$ cat src/rtl/button_capture.sv
// button_capture: synchronizes and debounces one pushbutton, and on each
// confirmed press latches the synchronized switch byte, pulses valid for one
// cycle and increments a wrapping 8-bit press counter.
module button_capture #(
   parameter int DB_CYCLES = 1000000,
   parameter int DB_W      = 20
) (
   input  logic       clock,
   input  logic       reset,
   input  logic       button,
   input  logic [7:0] switches,
   output logic [7:0] value,
   output logic       valid,
   output logic       pressed,
   output logic [7:0] press_count
);

   typedef enum logic [1:0] {
      IDLE         = 2'd0,
      PRESS_WAIT   = 2'd1,
      PRESSED      = 2'd2,
      RELEASE_WAIT = 2'd3
   } state_t;

   localparam logic [DB_W-1:0] CNT_LAST = DB_W'(DB_CYCLES - 1);

   // Two-flop synchronizer outputs (button and switch bank)
   logic       btn_m_q, btn_s_q;
   logic [7:0] sw_m_q, sw_s_q;

   state_t          state_q, state_d;
   logic [DB_W-1:0] cnt_q, cnt_d;
   logic [7:0]      value_q, value_d;
   logic            valid_q, valid_d;
   logic            pressed_q, pressed_d;
   logic [7:0]      count_q, count_d;

   // Bring the asynchronous pins into the clock domain through two flops each
   always_ff @(posedge clock) begin
      if (reset) begin
         btn_m_q <= 1'b0;
         btn_s_q <= 1'b0;
         sw_m_q  <= 8'h00;
         sw_s_q  <= 8'h00;
      end else begin
         btn_m_q <= button;
         btn_s_q <= btn_m_q;
         sw_m_q  <= switches;
         sw_s_q  <= sw_m_q;
      end
   end

   // Debounce FSM next state, counter and press-acceptance side effects
   always_comb begin
      state_d   = state_q;
      cnt_d     = cnt_q;
      value_d   = value_q;
      valid_d   = 1'b0;
      count_d   = count_q;
      case (state_q)
         IDLE: begin
            if (btn_s_q) begin
               state_d = PRESS_WAIT;
               cnt_d   = '0;
            end
         end
         PRESS_WAIT: begin
            if (!btn_s_q) begin
               state_d = IDLE;
            end else if (cnt_q == CNT_LAST) begin
               state_d = PRESSED;
               value_d = sw_s_q;
               valid_d = 1'b1;
               count_d = count_q + 8'd1;
            end else begin
               cnt_d = cnt_q + DB_W'(1);
            end
         end
         PRESSED: begin
            if (!btn_s_q) begin
               state_d = RELEASE_WAIT;
               cnt_d   = '0;
            end
         end
         RELEASE_WAIT: begin
            if (btn_s_q) begin
               state_d = PRESSED;
            end else if (cnt_q == CNT_LAST) begin
               state_d = IDLE;
            end else begin
               cnt_d = cnt_q + DB_W'(1);
            end
         end
         default: begin
            state_d = IDLE;
         end
      endcase
      pressed_d = (state_d == PRESSED) || (state_d == RELEASE_WAIT);
   end

   // FSM state, debounce counter and registered outputs
   always_ff @(posedge clock) begin
      if (reset) begin
         state_q   <= IDLE;
         cnt_q     <= '0;
         value_q   <= 8'h00;
         valid_q   <= 1'b0;
         pressed_q <= 1'b0;
         count_q   <= 8'h00;
      end else begin
         state_q   <= state_d;
         cnt_q     <= cnt_d;
         value_q   <= value_d;
         valid_q   <= valid_d;
         pressed_q <= pressed_d;
         count_q   <= count_d;
      end
   end

   assign value       = value_q;
   assign valid       = valid_q;
   assign pressed     = pressed_q;
   assign press_count = count_q;

endmodule

$ cat config.mk
export PLATFORM = sky130hd
export DESIGN_NAME = button_capture
export DESIGN_NICKNAME = d
export VERILOG_FILES = /design/src/rtl/button_capture.sv
export SDC_FILE = /design/constraint.sdc
export NUM_CORES = 1
export LEC_CHECK = 0
export CORE_ASPECT_RATIO = 0.75
export CORE_MARGIN = 8
export CORE_UTILIZATION = 25
export DETAILED_ROUTE_END_ITERATION = 10
export PLACE_DENSITY = 0.49
export SETUP_SLACK_MARGIN = 0.5
export SYNTH_ARGS = -nofsm -noshare
export SYNTH_HDL_FRONTEND = slang
export SYNTH_SLANG_ARGS = --single-unit
$ cat constraint.sdc
create_clock -name clock -period 5.5 [get_ports clock]
set_input_delay 1.1 -clock clock [delete_from_list [all_inputs] [get_ports clock]]
set_output_delay 1.1 -clock clock [all_outputs]
set_load 0.005 [all_outputs]
# --- After elaboration in Yosys (flattened, before gate mapping) ---
# Index checks and enable logic that the tools add are counted.
word_totals:
  register_bits: 58
  latch_bits: 0
  ram_bits: 0
  mem_bits_ro: 0
  in_bits: 11
  out_inout_bits: 18
  wordCells: 43
  n_memories: 0
op_classes:
  addsub: 2
  multipliers: 0
  div: 0
  n_lt_le_gt_ge: 0
  n_eq_ne: 10
  shifts: 0
  muxes: 14
  bitwise_logic: 2
  n_reduce_logical: 5
ops:
  columns: ["op", "n"]
  rows:
  - ["2-to-1 mux 20 bit", 5]
  - ["one-hot mux 20 bit (4 select lines)", 1]
  - ["adder 20 x 1 -> 20 bit (second input constant)", 1]
  - ["equality test 20 bit (second input constant)", 1]
  - ["2-to-1 mux 2 bit", 6]
  - ["adder 8 x 1 -> 8 bit (second input constant)", 1]
  - ["equality test 2 bit (second input constant)", 4]
  - ["!= test 2 bit (second input constant)", 4]
  - ["one-hot mux 2 bit (4 select lines)", 1]
  - ["AND reduction 4 bit", 1]
  - ["AND reduction 3 bit", 1]
  - ["OR reduction 3 bit", 1]
  - ["equality test 2 x 1 -> 1 bit (second input constant)", 1]
  - ["zero test 2 bit", 1]
  - ["inverter 1 bit", 2]
  - ["logical OR 1 bit", 1]
  - ["2-to-1 mux 1 bit", 1]

# --- Logic depth before layout (Yosys ltp) ---
depth:
  ltp_word: 6
  ltp_mapped: 7
  ltp_nobuf: 6

# --- Worst setup path after synthesis ---
# OpenSTA, ideal clock, no wires.
synth_path:
  path_kind: "input to register"
  start: "in reset"
  end: "reg cnt_q[11]"
  setup_ns: 0.128
  arrival_time_ns: 1.975
  required_time_ns: 5.372
  setup_slack_ns: 3.398
  cell_stages: 5
  path_buffers: 3
  cell_sequence: "clkbuf_1 a21o_1 clkbuf_1 clkbuf_1 nor2_1"
synth_lines:
  columns: ["item", "line", "text"]
  rows:
  - ["start, declared", "9", "input logic reset,"]
  - ["end signal, assigned", "112", "cnt_q <= cnt_d;"]
  - ["end, declared", "32", "logic [DB_W-1:0] cnt_q, cnt_d;"]

==> flow_metrics.py <==
metrics = {
    "status": {
        "status": "finished, final reports clean",
    },
    "worst_setup_path": {
        "critPathSlowestCell": "a21o_1",
        "critPathArrivalTime_ns": 2.77,
        "path_cells": "clkdlybuf4s50_1 -> buf_4 -> a21o_1 -> nor2_1 -> a31o_2",
        "crit_path_end_kind": "flop",
        "cp_slowest_stage_delay_ns": 0.49,
        "critPathRequiredTime_ns": 5.72,
        "critPathLaunchType": "input pin",
        "critical_path.max_fanout": 44,
        "critical_path_class": "in -> reg",
    },
    "timing": {
        "min_period_over_period_pct": 46.4,
        "hold_viol": 0,
        "period_minus_slack_ns": 2.55,
        "max_freq_mhz": 392,
        "max_slew_margin_pct": 46.6,
        "fin_ws_ns": 2.95,
        "skew_ns": 0.00816,
        "finalSetupViolCount": 0,
        "tightest_slew_ns": 0.795,
        "drv_slew": 0,
        "finalSetupTns_ns": 0,
        "rsz0062_at_grt": "no",
    },
    "cells_and_area": {
        "drive_gt1_share_pct": 8.30,
        "diodes": 0,
        "area_growth_pct": 32.3,
        "nNetsFinal": 285,
    },
    "synth": {
        "syn_inst": 239,
        "synth_top_area_share_pct": 51.3,
        "synth.distinct_cells": 32,
        "synth_area_leaders": "dfxtp_1 (51%), nor2_1 (6.3%), nor2b_1 (5.8%)",
        "synth.largest_area_cell": "dfxtp_1",
        "synthesis.area_sq_mm": 0.00226,
        "synth-seq-cells": 58,
        "synth_nets": 252,
        "yosysWarnings": 0,
        "ys_seq_area_share_pct": 51.3,
        "synth_area_per_cell_sq_um": 9.47,
    },
    "floorplan": {
        "dieHeight_um": 98.4,
        "boundaryPins": 29,
        "core_sq_mm": 0.00893,
        "die_area_sq_mm": 0.0124,
        "die_x_um": 126,
        "rows": 30,
        "initial_core_util_pct": 25.3,
    },
    "placement": {
        "io_buffers": 28,
        "dp_hpwl_mm": 3.13,
        "place_congestion": 0.717,
        "place_ws_ns": 2.57,
    },
    "routing": {
        "totalWireLength_mm": 4.72,
        "vias": 1695,
        "route.detailed.drc": 0,
        "drtIter0Drc": 80,
        "via_per_inst": 4.36,
        "drt_pass1_iterations": 4,
        "final_antenna_net_count": 0,
        "avgRoutedWirePerCell_um": 12.1,
    },
    "clocking": {
        "cts_hold_buf": 0,
        "path_clk_slew_ns": 0.05,
        "clockBufferDepth": 2,
        "htree_levels": 3,
        "cts_buffers": 9,
        "postCtsSetupBuffers": 0,
        "clk_latency_ns": 0.33,
        "cts_resized": 0,
        "cts_sinks": 58,
        "clock-root-buffer": "clkbuf_16",
        "cts_tree": "yes",
    },
    "grt": {
        "antenna_found_initial": 0,
        "grt.overflow.total": 0,
        "grt_pass1_wl_mm": 8.13,
        "grtUsageTotal_pct": 8.40,
        "grt_max_degree": 45,
        "grt_pass1_vias": 1666,
    },
    "pwr": {
        "leakage_nw": 1.13,
        "irDropWorstVdd_uv": 124,
        "total_power_mw": 1.06,
        "p_per_area_mw_per_mm2": 354,
    },
    "job": {
        "cap_violations": 0,
    },
    "hold_path": {
        "min_path_type": "reg -> reg",
    },
}
sequential cells by signal, summed over array words and instances, names as in the netlist:
signal / cells
sw_m_q: 8
btn_m_q: 1
sw_s_q: 8
valid: 1
press_count: 8
btn_s_q: 1
state_q: 2
pressed: 1
cnt_q: 20
value: 8
routing by layer:
metal / global-route usage [%] / share of wire, % / up-vias
met5: 0 / 0 / -
met4: 4.15 / 1.8 / 0
met3: 5.28 / 8.7 / 8
met2: 10.7 / 37 / 39
met1: 10.6 / 52 / 764
li1: - / - / 884
power by group:
part	leakage [nW]	total [mW]	internal (mW)	switching, mW
Combinational	0.507	0.0238	0.0114	0.0124
Clock	0.153	0.607	0.400	0.207
Sequential	0.471	0.428	0.427	0.00169
Total	1.13	1.06	0.838	0.221
critical path, delay by kind of cell:
kind | cells | cell delay [ns]
buffers and inverters | 2 | 0.82
AO/OA/AOI/OAI | 2 | 0.74
AND/OR/NAND/NOR | 1 | 0.08
cells in the final DEF (no fill, tap or decap), drive strengths merged, types with 9 or more instances in the layout:
master,count
dfxtp,58
nand3,10
mux2i,12
nand2,14
clkbuf,9
xor2,12
clkdlybuf4s50,28
nor2b,21
a21oi,11
nor2,38
nand4,10
cells by family (layout without fill, tap and decap cells):
group                    after synthesis  in the layout  share of synthesized area (%)
AO/OA/AOI/OAI                         21             21                           5.36
AND/OR/NAND/NOR                      116            116                           27.6
flip-flops                            58             58                           51.3
XOR/XNOR                              18             18                           6.97
buffers and inverters                 11             49                           1.82
adder cells (fa/ha/maj)                2              2                           1.11
multiplexers                          13             13                           5.80
cells in the mapped netlist:
library cell	number
dfxtp_1	58
nor2_1	38
nor2b_1	21
nand2_1	14
mux2i_1	12
xor2_1	12
a21oi_1	11
nand3_1	10
nand4_1	10
clkbuf_1	8
xnor2_1	6
nor3_1	5
o21ai_0	5
and3_1	3
inv_1	3
and4_1	2
ha_1	2
nand2b_1	2
nor4_4	2
or3_1	2
or4_1	2
a21boi_0	1
a21o_1	1
a31o_2	1
a41o_1	1
and2_1	1
mux2_2	1
nand3b_1	1
nand4b_1	1
nor4b_1	1
o31ai_1	1
or4_4	1
final timing paths:
| path | start | endpoint | slack [ns] | cells past startpoint |
|---|---|---|---|---|
| setup reg to reg | cnt_q[6]$_SDFFE_PP0P_ | press_count[7]$_SDFFE_PP0P_ | 3.22 | 5 |
| hold / removal | sw_m_q[5]$_SDFF_PP0_ | sw_s_q[5]$_SDFF_PP0_ | 0.44 | 1 |
| hold reg to reg | sw_m_q[5]$_SDFF_PP0_ | sw_s_q[5]$_SDFF_PP0_ | 0.44 | 1 |
| setup / recovery | reset | cnt_q[10]$_SDFFE_PP0P_ | 2.95 | 5 |
metrics by stage:
step / instances / area (sq um) / hold slack, ns / utilization [%]
2_1_floorplan: 239 / 2260 / 0.414 / -
3_3_place_gp: 373 / 2670 / 0.417 / 29.9
3_5_place_dp: 373 / 2670 / 0.426 / 29.9
4_1_cts: 389 / 3000 / 0.439 / 33.5
5_1_grt: 389 / 3000 / 0.450 / 33.5
6_report: 389 / 3000 / 0.436 / 33.5
area by class of cell:
| type | instances | area (sq um) |
|---|---|---|
| timing repair buffer | 30 | 295 |
| multi-input combinational | 170 | 1060 |
| sequential | 58 | 1160 |
| clock buffer | 9 | 225 |
| tap | 112 | 140 |
| inverter | 3 | 11.3 |
| fill | 932 | 5940 |
| clock inverter | 7 | 101 |
Note: power is estimated with default switching activity, not from simulation.
